## config.mk

```make
export PLATFORM = sky130hd
export DESIGN_NAME = ahb_apb_arbiter_flat
export DESIGN_NICKNAME = d
export VERILOG_FILES = /design/src/rtl/ahb_apb_arbiter_if.sv /design/src/rtl/ahb_apb_arbiter.sv /design/src/flat_wrapper.sv
export SDC_FILE = /design/constraint.sdc
export NUM_CORES = 1
export LEC_CHECK = 0
export BUFFER_PORTS_ARGS = -buffer_cell sky130_fd_sc_hd__buf_4
export CORE_AREA = 3 3 81 83
export CTS_CLUSTER_SIZE = 14
export DETAILED_ROUTE_END_ITERATION = 10
export DIE_AREA = 0 0 84 86
export PLACE_DENSITY = 0.73
export SLEW_MARGIN = 20
export SYNTH_ARGS = -nofsm -noshare
export SYNTH_HDL_FRONTEND = slang
export SYNTH_SLANG_ARGS = --single-unit
```

## constraint.sdc

```tcl
create_clock -name HCLK -period 3.36 [get_ports HCLK]
set_clock_uncertainty 0.1 [all_clocks]
set_input_delay 0.336 -clock HCLK [delete_from_list [all_inputs] [get_ports HCLK]]
set_output_delay 0.336 -clock HCLK [all_outputs]
set_load 0.005 [all_outputs]
```

## src/rtl/ahb_apb_arbiter_if.sv

```systemverilog
// Bundles the two AHB masters and the muxed APB-bridge side of the arbiter.
// The arbiter uses modport slave; the traffic source uses modport master.
interface ahb_apb_arbiter_if #(
  parameter int ADDR_W = 32,
  parameter int DATA_W = 32
);
  logic              REQ0;
  logic              REQ1;
  logic [1:0]        HTRANS0;
  logic [1:0]        HTRANS1;
  logic [ADDR_W-1:0] HADDR0;
  logic [ADDR_W-1:0] HADDR1;
  logic              HWRITE0;
  logic              HWRITE1;
  logic [DATA_W-1:0] HWDATA0;
  logic [DATA_W-1:0] HWDATA1;
  logic              HREADY_IN;

  logic              GNT0;
  logic              GNT1;
  logic              HSELAPB;
  logic [1:0]        HTRANS;
  logic [ADDR_W-1:0] HADDR;
  logic              HWRITE;
  logic [DATA_W-1:0] HWDATA;
  logic              HMASTER;
  logic              HDVALID;

  modport slave (
    input  REQ0, REQ1, HTRANS0, HTRANS1, HADDR0, HADDR1,
           HWRITE0, HWRITE1, HWDATA0, HWDATA1, HREADY_IN,
    output GNT0, GNT1, HSELAPB, HTRANS, HADDR, HWRITE, HWDATA, HMASTER, HDVALID
  );

  modport master (
    output REQ0, REQ1, HTRANS0, HTRANS1, HADDR0, HADDR1,
           HWRITE0, HWRITE1, HWDATA0, HWDATA1, HREADY_IN,
    input  GNT0, GNT1, HSELAPB, HTRANS, HADDR, HWRITE, HWDATA, HMASTER, HDVALID
  );
endinterface

```

## src/rtl/ahb_apb_arbiter.sv

```systemverilog
// Two-master AHB arbiter in front of an APB bridge: round-robin by default,
// fixed priority (master 0 wins) when ARB_FIXED_PRIO_EN is defined.
module ahb_apb_arbiter (
  input  logic              HCLK,
  input  logic              HRESET,
  ahb_apb_arbiter_if.slave  bus
);

  localparam logic [1:0] S_IDLE = 2'd0;
  localparam logic [1:0] S_OWN0 = 2'd1;
  localparam logic [1:0] S_OWN1 = 2'd2;

  logic [1:0] r_state;
  logic       r_gnt0;
  logic       r_gnt1;
  logic       r_dmst_p1;
  logic       r_vld_p1;

  logic       w_owned;
  logic       w_own_idx;
  logic       w_own_req;
  logic [1:0] w_own_trans;
  logic       w_rearb;
  logic       w_pick_vld;
  logic       w_pick_idx;
  logic [1:0] w_nxt_state;

  // Unencoded state 2'b11 is treated as unowned so it recovers at the next ready edge.
  assign w_owned     = (r_state == S_OWN0) || (r_state == S_OWN1);
  assign w_own_idx   = (r_state == S_OWN1);
  assign w_own_req   = w_own_idx ? bus.REQ1 : bus.REQ0;
  assign w_own_trans = w_own_idx ? bus.HTRANS1 : bus.HTRANS0;

  // BUSY (01) keeps ownership; only IDLE (00) or a dropped request releases the bus.
  assign w_rearb = bus.HREADY_IN && (!w_owned || !w_own_req || (w_own_trans == 2'b00));

  assign w_pick_vld = bus.REQ0 | bus.REQ1;

`ifdef ARB_FIXED_PRIO_EN
  assign w_pick_idx = ~bus.REQ0;
`else
  logic r_last_served;

  assign w_pick_idx = (bus.REQ0 && bus.REQ1) ? ~r_last_served : ~bus.REQ0;

  always_ff @(posedge HCLK or posedge HRESET) begin
    if (HRESET) begin
      r_last_served <= 1'b1;
    end else if (w_rearb && w_pick_vld) begin
      r_last_served <= w_pick_idx;
    end
  end
`endif

  always_comb begin
    w_nxt_state = S_IDLE;
    if (w_pick_vld) begin
      w_nxt_state = w_pick_idx ? S_OWN1 : S_OWN0;
    end
  end

  // Ownership stage: state and grants move together, frozen while HREADY_IN=0.
  always_ff @(posedge HCLK or posedge HRESET) begin
    if (HRESET) begin
      r_state <= S_IDLE;
      r_gnt0  <= 1'b0;
      r_gnt1  <= 1'b0;
    end else if (w_rearb) begin
      r_state <= w_nxt_state;
      r_gnt0  <= w_pick_vld & ~w_pick_idx;
      r_gnt1  <= w_pick_vld &  w_pick_idx;
    end
  end

  // Data-phase stage: records who owns the cycle after an accepted NONSEQ/SEQ.
  always_ff @(posedge HCLK or posedge HRESET) begin
    if (HRESET) begin
      r_dmst_p1 <= 1'b0;
      r_vld_p1  <= 1'b0;
    end else if (bus.HREADY_IN) begin
      if (w_owned && w_own_trans[1]) begin
        r_dmst_p1 <= w_own_idx;
        r_vld_p1  <= 1'b1;
      end else begin
        r_vld_p1  <= 1'b0;
      end
    end
  end

  always_comb begin
    bus.HSELAPB = 1'b0;
    bus.HTRANS  = 2'b00;
    bus.HADDR   = '0;
    bus.HWRITE  = 1'b0;
    case (r_state)
      S_OWN0: begin
        bus.HSELAPB = 1'b1;
        bus.HTRANS  = bus.HTRANS0;
        bus.HADDR   = bus.HADDR0;
        bus.HWRITE  = bus.HWRITE0;
      end
      S_OWN1: begin
        bus.HSELAPB = 1'b1;
        bus.HTRANS  = bus.HTRANS1;
        bus.HADDR   = bus.HADDR1;
        bus.HWRITE  = bus.HWRITE1;
      end
      default: begin
        bus.HSELAPB = 1'b0;
      end
    endcase
  end

  assign bus.GNT0    = r_gnt0;
  assign bus.GNT1    = r_gnt1;
  assign bus.HMASTER = r_dmst_p1;
  assign bus.HDVALID = r_vld_p1;
  assign bus.HWDATA  = r_vld_p1 ? (r_dmst_p1 ? bus.HWDATA1 : bus.HWDATA0) : '0;

endmodule

```

## src/flat_wrapper.sv

```systemverilog
// flat-port wrapper written by rule: the top's interface ports become plain ports
module ahb_apb_arbiter_flat 
  (HCLK, HRESET, bus_REQ0, bus_REQ1, bus_HTRANS0, bus_HTRANS1, bus_HADDR0, bus_HADDR1, bus_HWRITE0, bus_HWRITE1, bus_HWDATA0, bus_HWDATA1, bus_HREADY_IN, bus_GNT0, bus_GNT1, bus_HSELAPB, bus_HTRANS, bus_HADDR, bus_HWRITE, bus_HWDATA, bus_HMASTER, bus_HDVALID);
  ahb_apb_arbiter_if bus_i ();
  input  logic HCLK;
  input  logic HRESET;
  input wire logic [$bits(bus_i.REQ0)-1:0] bus_REQ0;
  input wire logic [$bits(bus_i.REQ1)-1:0] bus_REQ1;
  input wire logic [$bits(bus_i.HTRANS0)-1:0] bus_HTRANS0;
  input wire logic [$bits(bus_i.HTRANS1)-1:0] bus_HTRANS1;
  input wire logic [$bits(bus_i.HADDR0)-1:0] bus_HADDR0;
  input wire logic [$bits(bus_i.HADDR1)-1:0] bus_HADDR1;
  input wire logic [$bits(bus_i.HWRITE0)-1:0] bus_HWRITE0;
  input wire logic [$bits(bus_i.HWRITE1)-1:0] bus_HWRITE1;
  input wire logic [$bits(bus_i.HWDATA0)-1:0] bus_HWDATA0;
  input wire logic [$bits(bus_i.HWDATA1)-1:0] bus_HWDATA1;
  input wire logic [$bits(bus_i.HREADY_IN)-1:0] bus_HREADY_IN;
  output wire logic [$bits(bus_i.GNT0)-1:0] bus_GNT0;
  output wire logic [$bits(bus_i.GNT1)-1:0] bus_GNT1;
  output wire logic [$bits(bus_i.HSELAPB)-1:0] bus_HSELAPB;
  output wire logic [$bits(bus_i.HTRANS)-1:0] bus_HTRANS;
  output wire logic [$bits(bus_i.HADDR)-1:0] bus_HADDR;
  output wire logic [$bits(bus_i.HWRITE)-1:0] bus_HWRITE;
  output wire logic [$bits(bus_i.HWDATA)-1:0] bus_HWDATA;
  output wire logic [$bits(bus_i.HMASTER)-1:0] bus_HMASTER;
  output wire logic [$bits(bus_i.HDVALID)-1:0] bus_HDVALID;
  assign bus_i.REQ0 = bus_REQ0;
  assign bus_i.REQ1 = bus_REQ1;
  assign bus_i.HTRANS0 = bus_HTRANS0;
  assign bus_i.HTRANS1 = bus_HTRANS1;
  assign bus_i.HADDR0 = bus_HADDR0;
  assign bus_i.HADDR1 = bus_HADDR1;
  assign bus_i.HWRITE0 = bus_HWRITE0;
  assign bus_i.HWRITE1 = bus_HWRITE1;
  assign bus_i.HWDATA0 = bus_HWDATA0;
  assign bus_i.HWDATA1 = bus_HWDATA1;
  assign bus_i.HREADY_IN = bus_HREADY_IN;
  assign bus_GNT0 = bus_i.GNT0;
  assign bus_GNT1 = bus_i.GNT1;
  assign bus_HSELAPB = bus_i.HSELAPB;
  assign bus_HTRANS = bus_i.HTRANS;
  assign bus_HADDR = bus_i.HADDR;
  assign bus_HWRITE = bus_i.HWRITE;
  assign bus_HWDATA = bus_i.HWDATA;
  assign bus_HMASTER = bus_i.HMASTER;
  assign bus_HDVALID = bus_i.HDVALID;
  ahb_apb_arbiter u_core (.HCLK(HCLK), .HRESET(HRESET), .bus(bus_i));
endmodule
```

==> results_dict.tcl, run 1 <==
set metrics [dict create \
    worstPathArrival_ns 2.09 \
    grt_pass1_wl_um 10400 \
    cts_tree "built" \
    finalHoldViolCount 0 \
    finalCritPeriodShare_pct 75.2 \
    grt_remaining_overflow 0 \
    post_cts_buffers 0 \
    clkLatencyLatePin_ns 0.22 \
    synth_fa_ha_area_share_pct 2.69 \
    initial_utilization_pct 23.6 \
    internal_power_w 0.000919 \
    synth_nets 331 \
    finalInstanceArea_mm2 0.00305 \
    n_antenna_cell 0 \
    cts.clk_slew.worst_paths_ns 0.04 \
    area_growth_syn_to_layout_pct 119 \
    drv_slew 0 \
    syn_area_per_cell_um2 7.39 \
    synth.cells.most_frequent "nor2_1, a22oi_1, mux2i_1" \
    root_buffer "clkbuf_8" \
    worst_slew_pin_slew_ns 0.943 \
    synth_seq_cells 5 \
    async_flop_share_pct 100 \
    fmax_mhz 396 \
    grt_max_degree 39 \
    path_max_fanout 27 \
    synth-compound-area-share_pct 23.7 \
    dp_cells 458 \
    yosys.area_share.simple_pct 30.0 \
    grt_use_met2_pct 30.6 \
    endpoint_kind "primary output" \
    viasPerCell 4.71 \
    drv_cap 0 \
    first_pass_iters 4 \
    io_buffers 210 \
    holdPathStages 3 \
    grt_util_all_layers_pct 17.2 \
    worstSetupPathType "register to primary output" \
    slew_headroom_pct 37.2 \
    synth_edf_count 0 \
    clockBufferDepth 2 \
    holdCritPathClass "primary input to register" \
    yosys_warnings 0 \
    hold_slack_ns 0.308 \
    met3_usage_pct 3.46 \
    yosysUniqueCellTypes 27 \
    ant_nets 0 \
    rsz0062_at_grt "false" \
    ioPinCount 211 \
    yosysMostFrequentCell "nor2_1" \
    setup_violations 0 \
    grt_pass1_vias 2177 \
    clkPwrFrac_pct 6.5 \
    cts_sinks 5 \
    finalWirelength_um 6850 \
    powerDensity_mw_per_mm2 546 \
    num_rows 28 \
    leakagePower_nw 1.52 \
    cts_buffers 3 \
    synth_area_mm2 0.00140 \
    core_area_mm2 0.00592 \
    status "complete, no violations" \
    drc_errors 0 \
    stdcell_count 463 \
    grt.busiest_layer "met2" \
    startpoint_type "register" \
    place_area_mm2 0.00300 \
    reg2reg_depth 4 \
    met1_usage_pct 21.4 \
    comb_power_share_pct 83.6 \
    drtIter0Drc 43 \
    utilization_pct 51.5 \
    ir_drop_uv 396 \
    fill_cells 566 \
    ys_seq_area_share_pct 9.05 \
    finalCriticalPeriod_ns 2.53 \
    yosysTopAreaCellShare_pct 25.1 \
    p_switching_w 0.000747 \
    synth_ff_type "dfrtp_1" \
    wire_per_inst_um 14.8 \
    vias 2180 \
    p_sw_share_pct 44.8 \
    cts_htree_levels 1 \
    die_area_mm2 0.00722 \
    synth_top_family_by_area "simple AND/OR/NAND/NOR gates" \
    die_h_um 86 \
    yosys.area.top_type "mux2i_1" \
    fin_setup_tns_ns 0 \
    drive_gt1_share_pct 57.2 \
    antenna_found_initial 0 \
    crit_required_ns 2.92 \
    power_frac_seq_pct 9.8 \
    synthMuxAreaShare_pct 26.7 \
    gp_congestion 0.856 \
    place_hpwl_um 5640 \
    die_width_um 84 \
    num-nets-final 531 \
    synth-xor-area-share_pct 0 \
    ys_top_cells_by_area "mux2i_1, a22oi_1, nor2b_1" \
    syn_inst 189 \
]
[state kept, by name, summed over array words and instances, names as in the netlist]
signal and count:
u_core.r_state 1, u_core.bus.GNT1 1, u_core.bus.HMASTER 1, u_core.bus.HDVALID 1, u_core.r_last_served 1
[power groups by stage]
stage | registers, W | logic (W) | clock network, W
floorplan | 0.000110 | 0.000766 | 0
global placement | 0.000164 | 0.00139 | 0
detailed placement | 0.000167 | 0.00141 | 0
CTS | 0.000165 | 0.00141 | 0.000112
global route | 0.000176 | 0.00153 | 0.000119
finish | 0.000164 | 0.00139 | 0.000109
[cells in the final DEF (no fill, tap or decap), types with 2 or more instances in the layout]
cell type / n
a21boi_0: 2
nand2b_1: 2
clkbuf_8: 3
mux2i_1: 35
ha_1: 3
or4_1: 2
a22oi_1: 35
buf_4: 213
dfrtp_1: 3
inv_1: 4
nor2_1: 37
a31oi_1: 2
nor2b_1: 33
[critical path: stages (launching register included)]
cell and delay (ns):
dfrtp_1 0.41, inv_1 0.07, ha_1 0.85, buf_4 0.34, nor2_1 0.08, buf_4 0.13
[kinds of logic after synthesis]
| group | Yosys count |
|---|---|
| buf+inv | 23 |
| fa+ha+maj | 3 |
| mux | 37 |
| compound gates | 42 |
| flops | 5 |
| simple gates | 79 |
[what timing repair did]
action,CTS,global route
resized for setup,0,0
hold buffers,1,0
hold endpoints to repair,4,0
[path summary, 6_finish.rpt]
check                                start              endpoint  slack (ns)
min in group asynchronous           HRESET     u_core.r_state[0]        0.48
max in group asynchronous           HRESET  u_core.r_last_served        2.45
max reg2reg                u_core.bus.GNT1       u_core.bus.GNT1        1.16
max                        u_core.bus.GNT1         bus_HADDR[29]        0.83
min                               bus_REQ0     u_core.r_state[0]        0.31
min reg2reg                u_core.bus.GNT1       u_core.bus.GNT1        0.49
[through the flow]
step                      setup WS (ns)  total power (W)
after floorplan                    1.55         0.000876
after global placement             1.09          0.00155
after detailed placement           1.01          0.00157
after CTS                         0.787          0.00169
after global routing              0.657          0.00182
final                             0.832          0.00167
[routing by layer]
| metal | vias up | routed length (um) |
|---|---|---|
| met5 | - | 0 |
| met1 | 959 | 2740 |
| met3 | 8 | 637 |
| met4 | 0 | 83 |
| li1 | 1076 | - |
| met2 | 137 | 3390 |
[cell type report]
class | count | area (um2) | share of cell area [%]
Timing Repair Buffer | 214 | 1610 | 52.7
Multi-Input combinational cell | 161 | 1160 | 38.0
Sequential cell | 5 | 128 | 4.18
Tap cell | 75 | 93.8 | 3.08
Clock buffer | 4 | 45.0 | 1.48
Inverter | 4 | 15.0 | 0.492
Note: power is estimated with default switching activity, not from simulation.
==> run 2, diff against run 1 <==
--- a/config.mk
+++ b/config.mk
@@ -5,11 +5,12 @@
 export SDC_FILE = /design/constraint.sdc
 export NUM_CORES = 1
 export LEC_CHECK = 0
+export ABC_AREA = 1
 export BUFFER_PORTS_ARGS = -buffer_cell sky130_fd_sc_hd__buf_4
-export CORE_AREA = 3 3 81 83
+export CORE_AREA = 3 3 80 82
 export CTS_CLUSTER_SIZE = 14
 export DETAILED_ROUTE_END_ITERATION = 10
-export DIE_AREA = 0 0 84 86
+export DIE_AREA = 0 0 83 85
 export PLACE_DENSITY = 0.73
 export SLEW_MARGIN = 20
 export SYNTH_ARGS = -nofsm -noshare
==> constraint.sdc (replaced) <==
create_clock -name HCLK -period 2.5 [get_ports HCLK]
set_clock_uncertainty 0.1 [all_clocks]
set_input_delay 0.25 -clock HCLK [delete_from_list [all_inputs] [get_ports HCLK]]
set_output_delay 0.25 -clock HCLK [all_outputs]
set_load 0.005 [all_outputs]
==> run 2 against run 1 <==
First-iteration DRC count is 130% higher. Sequential share of layout area grew 0.096 points. Via count up 12%. Sequential power is 20% higher. Critical path depth grew 1. Total power up 43%. Worst hold slack got worse by 0.15 ns. Combinational power is 47% higher. Count of clock-buffer cells in the layout did not move. Final cell count up 17%.
==> results_dict.tcl, run 2 <==
set metrics [dict create \
    cts_htree_levels 1 \
    io_buffers 210 \
    viasPerCell 4.50 \
    synth_edf_count 0 \
    synth.cells.most_frequent "nand2_1, nor2_1, a21oi_1, o21ai_0, buf_2" \
    crit_family "buffers and inverters" \
    crit_required_ns 2.15 \
    timing.rr.start "u_core.bus.GNT1" \
    synth_fa_ha_area_share_pct 2.91 \
    grt_pass1_wl_um 10300 \
    finalHoldViolCount 0 \
    status "complete, no violations" \
    yosysTopAreaCellShare_pct 22.7 \
    ant_nets 0 \
    drv_slew 0 \
    finalWirelength_um 6640 \
    area_growth_syn_to_layout_pct 129 \
    holdCritPathClass "primary input to register" \
    yosys_warnings 0 \
    drv_cap 0 \
    syn_inst 268 \
    slowest_stage "dfrtp_1" \
    initial_utilization_pct 22.2 \
    worstSetupPathType "register to primary output" \
    worstSetupStartpoint "u_core.r_state[0]" \
    cts_sinks 5 \
    ys_top_cells_by_area "nand2_1, nor2_1, a21oi_1" \
    yosysUniqueCellTypes 21 \
    yosys.area_share.simple_pct 46.8 \
    ioPinCount 211 \
    stdcell_count 543 \
    num_rows 28 \
    synth_area_mm2 0.00129 \
    fmax_mhz 499 \
    synth-compound-area-share_pct 28.2 \
    finalInstanceArea_mm2 0.00295 \
    ys_seq_area_share_pct 9.79 \
    root_buffer "clkbuf_8" \
    dp_cells 538 \
    vias 2445 \
    finalCritPeriodShare_pct 80.1 \
    critPathMaxStageDelay_ns 0.41 \
    leakagePower_nw 1.63 \
    path_max_fanout 37 \
    rsz0062_at_grt "false" \
    grt_remaining_overflow 0 \
    cts_tree "built" \
    layout_commonest_cell "buf_4" \
    synth_nets 410 \
    yosys.area.top_type "nand2_1" \
    clkLatencyLatePin_ns 0.22 \
    die_width_um 83 \
    synth_ff_type "dfrtp_1" \
    drtIter0Drc 101 \
    die_area_mm2 0.00706 \
    post_cts_buffers 0 \
    cts.clk_slew.worst_paths_ns 0.04 \
    n_antenna_cell 0 \
    crit_top_cell "buf_4" \
    slew_headroom_pct 56.1 \
    place_area_mm2 0.00290 \
    place_hpwl_um 5390 \
    synth_seq_cells 5 \
    drc_errors 0 \
    path_cells "inv_1 -> ha_1 -> buf_4 -> nand2_1 -> a21oi_1 -> buf_4" \
    worst_slew_pin_slew_ns 0.659 \
    worstPathArrival_ns 1.65 \
    critPathBufInv 3 \
    gp_congestion 0.829 \
    die_h_um 85 \
    synth-xor-area-share_pct 0 \
    num-nets-final 611 \
    clockBufferDepth 2 \
    async_flop_share_pct 100 \
    finalCriticalPeriod_ns 2.00 \
    yosysMostFrequentCell "nand2_1" \
    grt_pass1_vias 2200 \
    cts_resized 0 \
    powerDensity_mw_per_mm2 806 \
    syn_area_per_cell_um2 4.82 \
    hold_start "bus_HREADY_IN" \
    endpoint_kind "primary output" \
    startpoint_type "register" \
    synth_top_family_by_area "simple AND/OR/NAND/NOR gates" \
    holdBufCountCts 1 \
    synthMuxAreaShare_pct 0 \
    most-common-layout-cells "buf_4, nand2_1, nor2_1" \
    fill_cells 590 \
    ir_drop_uv 629 \
    first_pass_iters 4 \
    grt_max_degree 38 \
    core_area_mm2 0.00582 \
    fin_setup_tns_ns 0 \
    antenna_found_initial 0 \
    wire_per_inst_um 12.2 \
    drive_gt1_share_pct 49.1 \
    cts_buffers 3 \
    grt_util_all_layers_pct 17.0 \
    setup_violations 0 \
]
-- run 2: per-stage QoR --
stage / hold slack [ns] / util (%) / setup WS [ns] / power (W)
2_1_floorplan: -0.0722 / - / 0.938 / 0.00124
3_3_place_gp: 0.0641 / 49.8 / 0.760 / 0.00222
3_5_place_dp: 0.0715 / 49.8 / 0.700 / 0.00226
4_1_cts: 0.161 / 50.8 / 0.496 / 0.00241
5_1_grt: 0.169 / 50.8 / 0.346 / 0.00263
6_report: 0.161 / 50.8 / 0.497 / 0.00238
-- run 2: worst paths after layout --
path                                        end  slack, ns  cells after the start
max in group asynchronous  u_core.r_last_served       1.65                      3
min in group asynchronous     u_core.r_state[0]       0.40                      3
hold reg to reg            u_core.r_last_served       0.36                      2
setup reg to reg              u_core.r_state[0]       0.72                     10
hold / removal               u_core.bus.HDVALID       0.16                      2
setup / recovery                  bus_HADDR[27]       0.50                      6
-- run 2: final cells by class --
type	count	area, um2	area share, %
inverter	13	51.3	1.74
tap	75	93.8	3.18
multi-input combinational	229	1010	34.1
timing repair buffer	217	1630	55.2
clock buffer	4	45.0	1.52
sequential	5	126	4.28
-- run 2: worst register-to-register path: stages, from the launching register on --
cell and delay, ns:
dfrtp_1 0.41, inv_1 0.07, ha_1 0.27, buf_4 0.35, inv_4 0.06, o21ai_1 0.08
nor2_1 0.06, nand2_2 0.08, nand2_2 0.07, nand2_1 0.07, o21ai_2 0.05
-- run 2: per-layer routing --
| metal | routed length [um] | global-route usage (%) | vias to the layer above | share of wire, % |
|---|---|---|---|---|
| li1 | - | - | 1252 | - |
| met1 | 2590 | 20.5 | 1031 | 39 |
| met2 | 3260 | 29.9 | 150 | 49 |
| met3 | 659 | 4.47 | 12 | 9.9 |
| met4 | 125 | 4.75 | 0 | 1.9 |
| met5 | 0 | 0 | - | 0 |
-- run 2: cells by family (layout without fill, tap and decap cells) --
logic type | Yosys count | after routing
fa+ha+maj | 3 | 3
simple gates | 154 | 154
flops | 5 | 5
buf+inv | 34 | 234
compound gates | 72 | 72
-- run 2: power breakdown --
part | total (W) | internal (W) | switching, W
combinational | 0.00204 | 0.000972 | 0.00106
sequential | 0.000197 | 0.000124 | 0.0000730
clock | 0.000149 | 0.000109 | 0.0000392
